## src/rtl/vga_text_writer_pkg.sv

```systemverilog
// Shared definitions for the character-RAM write front end: control-character
// codes and the sequencer state encoding. The HEX_LO state only exists when
// HEX_WRITE_EN is defined (it is left undefined by default).
package vga_text_writer_pkg;

  localparam logic [7:0] ASCII_BS = 8'h08;
  localparam logic [7:0] ASCII_LF = 8'h0A;
  localparam logic [7:0] ASCII_FF = 8'h0C;
  localparam logic [7:0] ASCII_CR = 8'h0D;

`ifdef HEX_WRITE_EN
  typedef enum logic [1:0] {
    ST_IDLE   = 2'd0,
    ST_CLEAR  = 2'd1,
    ST_HEX_LO = 2'd2
  } state_t;
`else
  typedef enum logic [1:0] {
    ST_IDLE  = 2'd0,
    ST_CLEAR = 2'd1
  } state_t;
`endif

endpackage

```

## src/rtl/vga_text_writer_nib2ascii.sv

```systemverilog
// Combinational nibble to ASCII hex digit ('0'-'9', 'A'-'F' uppercase).
// Shared with the display side's hex translation.
module nib2ascii (
  input  logic [3:0] nib,
  output logic [7:0] ascii
);

  // Digits map onto '0'.., letters onto 'A'.. (0x37 + 10 = 0x41)
  always_comb begin
    if (nib < 4'd10) begin
      ascii = 8'h30 + {4'h0, nib};
    end else begin
      ascii = 8'h37 + {4'h0, nib};
    end
  end

endmodule

```

## src/rtl/vga_text_writer.sv

```systemverilog
// Write-side front end of the text character RAM. Accepts a byte stream over
// valid/ready, keeps a text cursor, writes printable bytes at the cursor and
// decodes CR, LF, BS and FF (clear screen).
// Optional build macro: HEX_WRITE_EN adds the hex port, the HEX_LO state and
// writes bytes flagged with hex=1 as two uppercase hex digits.
module vga_text_writer
  import vga_text_writer_pkg::*;
#(
  parameter int         COLS       = 16,
  parameter int         ROWS       = 4,
  parameter logic [7:0] OFFSET     = 8'h00,
  parameter logic [7:0] CLEAR_CHAR = 8'h20
) (
  input  logic       px_clk,
  input  logic       rst,
  input  logic [7:0] din,
  input  logic       din_valid,
  output logic       din_ready,
`ifdef HEX_WRITE_EN
  input  logic       hex,
`endif
  output logic [7:0] waddr,
  output logic [7:0] wdata,
  output logic       we,
  output logic [7:0] cur_x,
  output logic [7:0] cur_y
);

  // 8-bit arithmetic throughout: addresses wrap modulo 256 by construction
  localparam logic [7:0] COLS_B = 8'(COLS);
  localparam logic [7:0] X_LAST = 8'(COLS - 1);
  localparam logic [7:0] Y_LAST = 8'(ROWS - 1);
  localparam logic [8:0] CELLS  = 9'(COLS * ROWS);

  state_t     state_r, state_s;
  logic [7:0] cur_x_r, cur_x_s;
  logic [7:0] cur_y_r, cur_y_s;
  logic       we_r, we_s;
  logic [7:0] waddr_r, waddr_s;
  logic [7:0] wdata_r, wdata_s;
  // Number of clear writes already issued
  logic [8:0] clr_cnt_r, clr_cnt_s;

  logic       accept_s;
  logic [7:0] cell_addr_s;
  logic [7:0] adv_x_s, adv_y_s, next_line_s;

`ifdef HEX_WRITE_EN
  logic [3:0] hex_lo_r, hex_lo_s;
  logic [7:0] hi_ascii_s, lo_ascii_s;

  nib2ascii u_nib_hi (.nib(din[7:4]), .ascii(hi_ascii_s));
  nib2ascii u_nib_lo (.nib(hex_lo_r), .ascii(lo_ascii_s));
`endif

  assign din_ready   = (state_r == ST_IDLE) && !rst;
  assign accept_s    = din_valid && din_ready;
  assign cell_addr_s = OFFSET + cur_y_r * COLS_B + cur_x_r;

  // Cursor advance by one cell, wrapping at the end of a line and of the window
  always_comb begin
    if (cur_y_r == Y_LAST) begin
      next_line_s = 8'd0;
    end else begin
      next_line_s = cur_y_r + 8'd1;
    end
    if (cur_x_r == X_LAST) begin
      adv_x_s = 8'd0;
      adv_y_s = next_line_s;
    end else begin
      adv_x_s = cur_x_r + 8'd1;
      adv_y_s = cur_y_r;
    end
  end

  // Next-state and registered-output values for the write sequencer
  always_comb begin
    state_s   = state_r;
    cur_x_s   = cur_x_r;
    cur_y_s   = cur_y_r;
    we_s      = 1'b0;
    waddr_s   = waddr_r;
    wdata_s   = wdata_r;
    clr_cnt_s = clr_cnt_r;
`ifdef HEX_WRITE_EN
    hex_lo_s  = hex_lo_r;
`endif
    case (state_r)
      ST_IDLE: begin
        if (accept_s) begin
`ifdef HEX_WRITE_EN
          if (hex) begin
            // High digit now, low digit from HEX_LO on the next cycle
            we_s     = 1'b1;
            waddr_s  = cell_addr_s;
            wdata_s  = hi_ascii_s;
            cur_x_s  = adv_x_s;
            cur_y_s  = adv_y_s;
            hex_lo_s = din[3:0];
            state_s  = ST_HEX_LO;
          end else begin
`endif
          case (din)
            ASCII_CR: begin
              cur_x_s = 8'd0;
            end
            ASCII_LF: begin
              cur_x_s = 8'd0;
              cur_y_s = next_line_s;
            end
            ASCII_BS: begin
              if (cur_x_r != 8'd0) begin
                cur_x_s = cur_x_r - 8'd1;
              end else begin
                cur_x_s = cur_x_r;
              end
            end
            ASCII_FF: begin
              // First clear write goes out together with entering CLEAR
              state_s   = ST_CLEAR;
              we_s      = 1'b1;
              waddr_s   = OFFSET;
              wdata_s   = CLEAR_CHAR;
              clr_cnt_s = 9'd1;
            end
            default: begin
              we_s    = 1'b1;
              waddr_s = cell_addr_s;
              wdata_s = din;
              cur_x_s = adv_x_s;
              cur_y_s = adv_y_s;
            end
          endcase
`ifdef HEX_WRITE_EN
          end
`endif
        end else begin
          we_s = 1'b0;
        end
      end
      ST_CLEAR: begin
        if (clr_cnt_r == CELLS) begin
          state_s = ST_IDLE;
          cur_x_s = 8'd0;
          cur_y_s = 8'd0;
        end else begin
          we_s      = 1'b1;
          waddr_s   = OFFSET + clr_cnt_r[7:0];
          wdata_s   = CLEAR_CHAR;
          clr_cnt_s = clr_cnt_r + 9'd1;
        end
      end
`ifdef HEX_WRITE_EN
      ST_HEX_LO: begin
        we_s    = 1'b1;
        waddr_s = cell_addr_s;
        wdata_s = lo_ascii_s;
        cur_x_s = adv_x_s;
        cur_y_s = adv_y_s;
        state_s = ST_IDLE;
      end
`endif
      default: begin
        state_s = ST_IDLE;
      end
    endcase
  end

  // State and output registers; reset abandons any clear or hex sequence
  always_ff @(posedge px_clk or posedge rst) begin
    if (rst) begin
      state_r   <= ST_IDLE;
      cur_x_r   <= 8'd0;
      cur_y_r   <= 8'd0;
      we_r      <= 1'b0;
      waddr_r   <= 8'd0;
      wdata_r   <= 8'd0;
      clr_cnt_r <= 9'd0;
`ifdef HEX_WRITE_EN
      hex_lo_r  <= 4'd0;
`endif
    end else begin
      state_r   <= state_s;
      cur_x_r   <= cur_x_s;
      cur_y_r   <= cur_y_s;
      we_r      <= we_s;
      waddr_r   <= waddr_s;
      wdata_r   <= wdata_s;
      clr_cnt_r <= clr_cnt_s;
`ifdef HEX_WRITE_EN
      hex_lo_r  <= hex_lo_s;
`endif
    end
  end

  assign cur_x = cur_x_r;
  assign cur_y = cur_y_r;
  assign we    = we_r;
  assign waddr = waddr_r;
  assign wdata = wdata_r;

endmodule

```

## config.mk

```make
export PLATFORM = sky130hd
export DESIGN_NAME = vga_text_writer
export DESIGN_NICKNAME = d
export VERILOG_FILES = /design/src/rtl/vga_text_writer_pkg.sv /design/src/rtl/vga_text_writer_nib2ascii.sv /design/src/rtl/vga_text_writer.sv
export SDC_FILE = /design/constraint.sdc
export NUM_CORES = 1
export LEC_CHECK = 0
export CAP_MARGIN = 15
export CORE_MARGIN = 1.5
export CORE_UTILIZATION = 48
export DETAILED_ROUTE_END_ITERATION = 6
export PLACE_DENSITY_LB_ADDON = 0.3
export REMOVE_ABC_BUFFERS = 1
export SLEW_MARGIN = 25
export SYNTH_ARGS = -nofsm -noshare
export SYNTH_HDL_FRONTEND = slang
export SYNTH_HIERARCHICAL = 1
export SYNTH_SLANG_ARGS = --single-unit
```

## constraint.sdc

```tcl
create_clock -name px_clk -period 2.3 [get_ports px_clk]
set_input_delay 0.23 -clock px_clk [delete_from_list [all_inputs] [get_ports px_clk]]
set_output_delay 0.23 -clock px_clk [all_outputs]
set_load 0.01 [all_outputs]
```

After elaboration in Yosys (flattened, before gate mapping). Index checks and enable logic that the tools add are counted. Widths: inputs -> output; s select.

Bits in registers: 44. Input bits: 11. Output and inout bits: 34.

$add $sub $neg: 5. Eq/ne operators: 17. Muxes and demuxes: 31. Reduce and logical (&&, ||, !) cells: 14.

Operators with widths (number): $pmux 8 s2 (7); $mux 8 (11); $eq 8x4->1 const B (5); $mux 9 (3); $pmux 8 s3 (1); $pmux 9 s2 (1); $add 8x1->8 const B (2); $ne 2x2->1 const B (6); $reduce_and 5->1 (2); $add 9x1->9 const B (1); $eq 9x7->1 const B (1); $add 8x8->8 (1); $eq 8x2->1 const B (1); $reduce_and 4->1 (2); $reduce_bool 8->1 (1); $sub 8x1->8 const B (1); $mux 2 (3); $reduce_or 3->1 (2); $pmux 2 s2 (1); $mux 1 (3); $ne 3x1->1 const B (1); $ne 3x3->1 const B (1); $reduce_and 3->1 (1); $eq 2x1->1 const B (1); 7 further kinds (8).

Longest topological paths before layout. Gate-level depths: netlist of the first run.

Depth after elaboration: 6. Depth in mapped cells: 9.

Worst setup path after synthesis of the first run. Ideal clock, no wire load.

Path kind: register -> register. Start point: register cur_x_r[5], in the netlist cur_x[5]. End point: register cur_y_r[7], in the netlist cur_y[7]. Setup time: 0.103 ns. Data arrival time: 2.278 ns. Required time: 2.197 ns. Path slack: -0.081 ns. Stages on the path, launching flop included: 8. Path buffers: 2. Clock period less this slack: 2.381 ns. Cell sequence: dfrtp_1 -> clkbuf_1 -> nor4_1 -> o311ai_0 -> a31o_2 -> or2_1 -> buf_6 -> o41ai_2.

Longest elaborated chain between the ends: 3.

Ends and longest elaborated chain: start, declared (RTL line vga_text_writer.sv:36) `logic [7:0] cur_x_r, cur_x_s;`; start signal, assigned (RTL line vga_text_writer.sv:184) `cur_x_r <= cur_x_s;`; $eq 8x4->1 (RTL line vga_text_writer.sv:67) `if (cur_x_r == X_LAST) begin`; $ne 3x1->1 (no line); $reduce_and 5->1 (no line); end signal, assigned (RTL line vga_text_writer.sv:185) `cur_y_r <= cur_y_s;`; end, declared (RTL line vga_text_writer.sv:37) `logic [7:0] cur_y_r, cur_y_s;`.

No other way between the ends. A chain may end at the register's enable or synchronous reset.

Worst setup path in the final report of the first run.
Start point: input din[3]. End point: register cur_y_r[7], in the netlist cur_y[7].

Longest elaborated chain between the ends: 5. Elaborated cells between the ends (all ways): 11. Classes of those cells: eq/ne (6); mux (3); reduce/logical (2).

Ends and longest elaborated chain: start, declared (RTL line vga_text_writer.sv:16) `input logic [7:0] din,`; $eq 8x4->1 (RTL line vga_text_writer.sv:103) `case (din)`; $reduce_or 3->1 (no line); $pmux 8 s2 (RTL line vga_text_writer.sv:103); $mux 8 (RTL line vga_text_writer.sv:90) `if (accept_s) begin`; $pmux 8 s2 (RTL line vga_text_writer.sv:88) `case (state_r)`.

Parallel ways exist; a longest one is shown, timed or not. The select of a mux whose other input is x is not followed.

==> out/metrics.csv, run 1 <==
metric,value,unit
antenna_found_initial,0,
rsz0062_at_grt,no,
cts_root_buffer,clkbuf_8,
hp-class,in -> async,
post-route-period-util,96.0,%
yosysUniqueCellTypes,60,
ir_drop,0.296,mV
status,completed,
grt_max_degree,32,
grt.total_usage,23.2,%
finalSetupViolCount,0,
regArea,1080,µm²
die_w,76.6,µm
synth_ff_type,dfrtp_1,
async_flop_share,100,%
rows,26,
cp_data_required_time,2.50,ns
vias,2538,
wl_per_cell,14.4,µm
portBuffers,44,
synth.area.top_cells,"dfrtp_1 41%, o21ai_0 5.4%, nand2_1 5.3%",
cts_resized,0,
layout-drive-gt1-share,15.7,%
dp.cells,437,
rr_worst_depth,6,
dr.pass1.iters,5,
synth_area,2600,µm²
worst-setup-path-type,in -> reg,
clock_sinks,43,
tns,0,ns
end_kind,flop,
rrSetupSlack,0.20,ns
yosys.cell_count.top_type,dfrtp_1,
path_clk_slew,0.09,ns
hpwl,4920,µm
area_growth,33.9,%
avgSynthCellArea,8.78,µm²
start_util,50.2,%
grt_pass1_wl,11000,µm
clock_latency,0.30,ns
coreArea,5170,µm²
instances_no_fill,445,
worstMarginPinSlew,0.665,ns
gp_congestion,0.904,
syn_inst,296,
viasPerCell,5.70,
die_h,76.6,µm
hold_buffers,0,
cts_inserted_buffers,5,
grt-ovfl-total,0,
htreeDepth,2,
first_iter_violations,145,
cts_buffer_depth,2,
fp.dieArea,5860,µm²
yosys_warnings,6,
fin_skew,0.00747,ns
num-nets-final,395,
antenna_left,0,
cts_tree,yes,
num_antenna_cells,0,
finalMaxSlewViolations,0,
yosysSeqAreaShare,41.4,%
wirelength,6430,µm
powerDensity,580,nW/µm²
synthTopCellsByCount,"43 x dfrtp_1, 37 x nand2_1, 29 x nor2_1",
ys_ff_latch,43,
r2r-end,cur_y[7]$_DFFE_PP0P_,
drc,0,
synth_top_area_cell,dfrtp_1,
final-hold-violation-count,0,
synth_edf_count,0,
multi_input_comb_area,1420,µm²
cp-start-kind,input pin,
slew_headroom,55.5,%
grt_pass1_vias,2390,
io_pins,45,
netlist.area_leader.share,41.4,%
period_needed,2.21,ns
r2r-start,cur_x[0]$_DFFE_PP0P_,
fmax,0.453,GHz
fillers,440,
critPathMaxFanout,6,
arrival,2.41,ns
p_leak,1.51,nW
drv_cap,0,
cts_setup_buffers,0,
==> per-layer routing <==
metal	vias to the layer above	global-route usage, %	part of all wire (%)
li1	1234	-	-
met4	0	6.30	1.1
met2	110	40.2	49
met3	10	3.47	6.2
met5	-	0	0
met1	1184	30.1	44
==> worst max-delay path: stages <==
cell and delay, ns:
clkdlybuf4s50_1 0.46, or3b_1 0.36, or4b_1 0.53, a31o_2 0.24, or2_4 0.28, o41ai_2 0.30
==> area by class of cell <==
class	instances	area share [%]
Clock buffer	6	2.09
Clock inverter	2	0.360
Multi-Input combinational cell	227	40.7
Tap cell	70	2.52
Timing Repair Buffer	87	22.3
Sequential cell	43	30.9
Inverter	10	1.08
==> cells by family (layout without fill, tap and decap cells) <==
family,after synthesis,count (layout),synth area share [%]
muxes,4,4,1.59
buffers and inverters,26,105,4.14
AOI/OAI and AO/OA,76,76,19.3
xor gates and xnor gates,11,11,3.71
adders and majority gates,10,10,5.10
and+or+nand+nor,126,126,24.7
DFF,43,43,41.4
==> sequential cells by signal (all words and copies together) (netlist names) <==
signal and cells:
clr_cnt_r 9, we 1, waddr 8, state_r 1
cur_y 8, cur_x 8, wdata 8
==> worst max-delay path by stage <==
stage,from,to,slack [ns],depth (start not counted)
floorplan,state_r[0]$_DFFE_PP0P_,clr_cnt_r[8]$_DFFE_PP0P_,-0.05,5
global placement,din[3],cur_y[7]$_DFFE_PP0P_,-0.28,6
detailed placement,din[3],cur_y[7]$_DFFE_PP0P_,-0.31,6
CTS,din[3],cur_y[7]$_DFFE_PP0P_,0.0007,6
global route,din[3],cur_y[7]$_DFFE_PP0P_,0.03,6
finish,din[3],cur_y[7]$_DFFE_PP0P_,0.09,6
==> layout by cell type, fill, tap and decap left out, types with 3 or more instances in the layout <==
| cell type | netlist | routed |
|---|---|---|
| xnor2_1 | 6 | 6 |
| clkbuf_8 | 0 | 5 |
| buf_4 | 0 | 42 |
| nor2_1 | 29 | 29 |
| or4_1 | 3 | 3 |
| nor4b_1 | 4 | 4 |
| inv_1 | 9 | 9 |
| nor3_1 | 7 | 7 |
| a31oi_1 | 8 | 8 |
| o31ai_1 | 8 | 8 |
| o21ai_0 | 28 | 26 |
| nor4_1 | 4 | 4 |
| mux2i_1 | 3 | 3 |
| dfrtp_1 | 43 | 43 |
| nand2_1 | 37 | 37 |
| nand3_1 | 10 | 10 |
| clkdlybuf4s50_1 | 0 | 44 |
| a21o_1 | 3 | 3 |
| a21oi_1 | 8 | 8 |
| xor2_1 | 5 | 5 |
| nand2b_1 | 4 | 4 |
| and3_1 | 4 | 4 |
| nor2b_1 | 5 | 5 |
| ha_1 | 9 | 9 |
==> power by group <==
group	switching [mW]	leakage (nW)	internal, mW
logic	0.303	0.904	0.337
registers	0.0687	0.560	0.833
clock network	0.265	0.0412	0.212
==> stage by stage <==
stage | utilization [%] | total power, mW | hold slack (ns) | instance area (µm²) | worst slack (ns)
after global placement | 65.6 | 1.54 | 0.450 | 3390 | -0.277
after detailed placement | 65.6 | 1.55 | 0.454 | 3390 | -0.310
after floorplan | - | 1.23 | 0.347 | 2530 | -0.0546
after global routing | 67.3 | 2.14 | 0.414 | 3480 | 0.0311
final | 67.3 | 2.02 | 0.354 | 3480 | 0.0917
after CTS | 67.2 | 2.03 | 0.373 | 3480 | 0.000691
Power figures use the tool's default switching activity.
==> run 2, diff against run 1 <==
--- a/config.mk
+++ b/config.mk
@@ -7,7 +7,7 @@
 export LEC_CHECK = 0
 export CAP_MARGIN = 15
 export CORE_MARGIN = 1.5
-export CORE_UTILIZATION = 48
+export CORE_UTILIZATION = 30
 export DETAILED_ROUTE_END_ITERATION = 6
 export PLACE_DENSITY_LB_ADDON = 0.3
 export REMOVE_ABC_BUFFERS = 1
==> constraint.sdc (replaced) <==
create_clock -name px_clk -period 2.3 [get_ports px_clk]
set_input_delay 0.46 -clock px_clk [delete_from_list [all_inputs] [get_ports px_clk]]
set_output_delay 0.46 -clock px_clk [all_outputs]
set_load 0.01 [all_outputs]
==> out/metrics.csv, run 2 (synthesized netlist as in run 1, its figures left out) <==
metric,value,unit
arrival,2.43,ns
rrSetupSlack,0.27,ns
final-hold-violation-count,0,
first_iter_violations,114,
wirelength,7440,µm
path_clk_slew,0.09,ns
grt.total_usage,17.4,%
num_antenna_cells,0,
final_cell_mix,"60 x buf_4, 43 x dfrtp_1, 38 x clkdlybuf4s50_1, 37 x nand2_1, 28 x nor2_1",
p_leak,1.67,nW
post-route-period-util,95.9,%
finalSetupViolCount,0,
status,completed,
end_kind,flop,
regArea,1080,µm²
powerDensity,578,nW/µm²
start_util,31.3,%
num-nets-final,415,
grt_pass1_wl,12500,µm
worst-setup-path-type,in -> reg,
clock_latency,0.30,ns
layout_commonest_cell,buf_4,
drv_cap,0,
coreArea,8300,µm²
gp_congestion,0.889,
grt_pass1_vias,2586,
critical_path.endpoint,cur_x[5]$_DFFE_PP0P_,
period_needed,2.21,ns
rr_worst_depth,8,
die_w,96.1,µm
hpwl,5610,µm
rows,33,
layout-drive-gt1-share,23.5,%
clock_sinks,43,
ir_drop,0.339,mV
fin_skew,0.0137,ns
r2r-end,cur_x[5]$_DFFE_PP0P_,
cp_data_required_time,2.52,ns
top_register,clr_cnt_r,
finalMaxSlewViolations,0,
antenna_left,0,
cts_tree,yes,
grt-ovfl-total,0,
r2r-start,clr_cnt_r[3]$_DFFE_PP0P_,
cts_buffer_depth,2,
cp-start-kind,input pin,
io_pins,45,
fp.dieArea,9230,µm²
dr.pass1.iters,4,
cts_root_buffer,clkbuf_8,
holdWs,0.451,ns
worstSetupStartpoint,din[1],
drc,0,
die_h,96.1,µm
fillers,815,
critPathMaxFanout,4,
vias,2579,
largest_reg_flops,9,
multi_input_comb_area,1480,µm²
slew_headroom,70.3,%
antenna_found_initial,0,
rsz0062_at_grt,no,
viasPerCell,5.16,
portBuffers,44,
tns,0,ns
cts_inserted_buffers,5,
hp-class,in -> reg,
area_growth,45.9,%
fmax,0.453,GHz
fin_area,3790,µm²
grt_max_degree,22,
post_dp_cell_area,3580,µm²
wl_per_cell,14.9,µm
worstMarginPinSlew,0.446,ns
htreeDepth,2,
run 2: cell count changes in the layout (fill, tap and decap cells not counted), sizes merged, moves of 2 or more:
| cell | delta |
|---|---|
| buf | +19 |
| clkdlybuf4s50 | -6 |
| dlymetal6s2s | +4 |
| dlygate4sd2 | +2 |
run 2: worst max-delay path, cell delays in order:
cell and delay (ns):
clkdlybuf4s50_1 0.43, or4_4 0.56, buf_4 0.16, nand2b_1 0.17, buf_4 0.17, nor4_1 0.29
o21ai_0 0.11, o21ai_0 0.08
run 2: how the worst min path moves through the flow:
stage,from,to,slack [ns],cells past startpoint
after global routing,din[6],wdata[6]$_DFFE_PP0P_,0.46,3
final,din[6],wdata[6]$_DFFE_PP0P_,0.45,3
after floorplan,waddr[0]$_DFFE_PP0P_,waddr[0]$_DFFE_PP0P_,0.51,2
after CTS,waddr[0]$_DFFE_PP0P_,waddr[0]$_DFFE_PP0P_,0.49,2
after detailed placement,waddr[0]$_DFFE_PP0P_,waddr[0]$_DFFE_PP0P_,0.47,2
after global placement,waddr[1]$_DFFE_PP0P_,waddr[1]$_DFFE_PP0P_,0.45,2
run 2: final cells by class:
type / instances / share of cell area, %
multi-input combinational: 227 / 39.1
sequential: 43 / 28.4
timing repair buffer: 106 / 24.8
tap: 105 / 3.47
clock buffer: 5 / 1.82
clock inverter: 3 / 1.16
inverter: 10 / 1.09
timing repair inverter: 1 / 0.198
run 2: what timing repair did:
action,4_1_cts,5_1_grt
setup buffers,1,0
setup endpoints to repair,7,29
pin swaps,6,4
resized for setup,15,18
hold buffers,0,0
cloned,0,1
run 2: layer usage:
| metal | GRT usage (%) | vias to the layer above | wire (µm) |
|---|---|---|---|
| met3 | 3.55 | 9 | 355 |
| met2 | 28.8 | 53 | 3520 |
| li1 | - | 1269 | - |
| met1 | 23.2 | 1248 | 3480 |
| met5 | 0 | - | 0 |
| met4 | 4.17 | 0 | 89 |
run 2: power breakdown:
part / total [mW] / internal (mW) / switching (mW) / leakage [nW]
Combinational: 0.691 / 0.361 / 0.330 / 1.05
Sequential: 0.892 / 0.833 / 0.0587 / 0.560
Clock: 0.608 / 0.324 / 0.284 / 0.0581
run 2: metrics by stage:
step	setup slack (ns)	cells	utilization [%]	power, mW
floorplan	-0.112	280	-	1.23
global placement	-0.535	490	43.2	1.58
detailed placement	-0.555	490	43.2	1.59
CTS	-0.00275	499	44.9	2.20
global route	0.0370	500	45.7	2.33
finish	0.0947	500	45.7	2.19
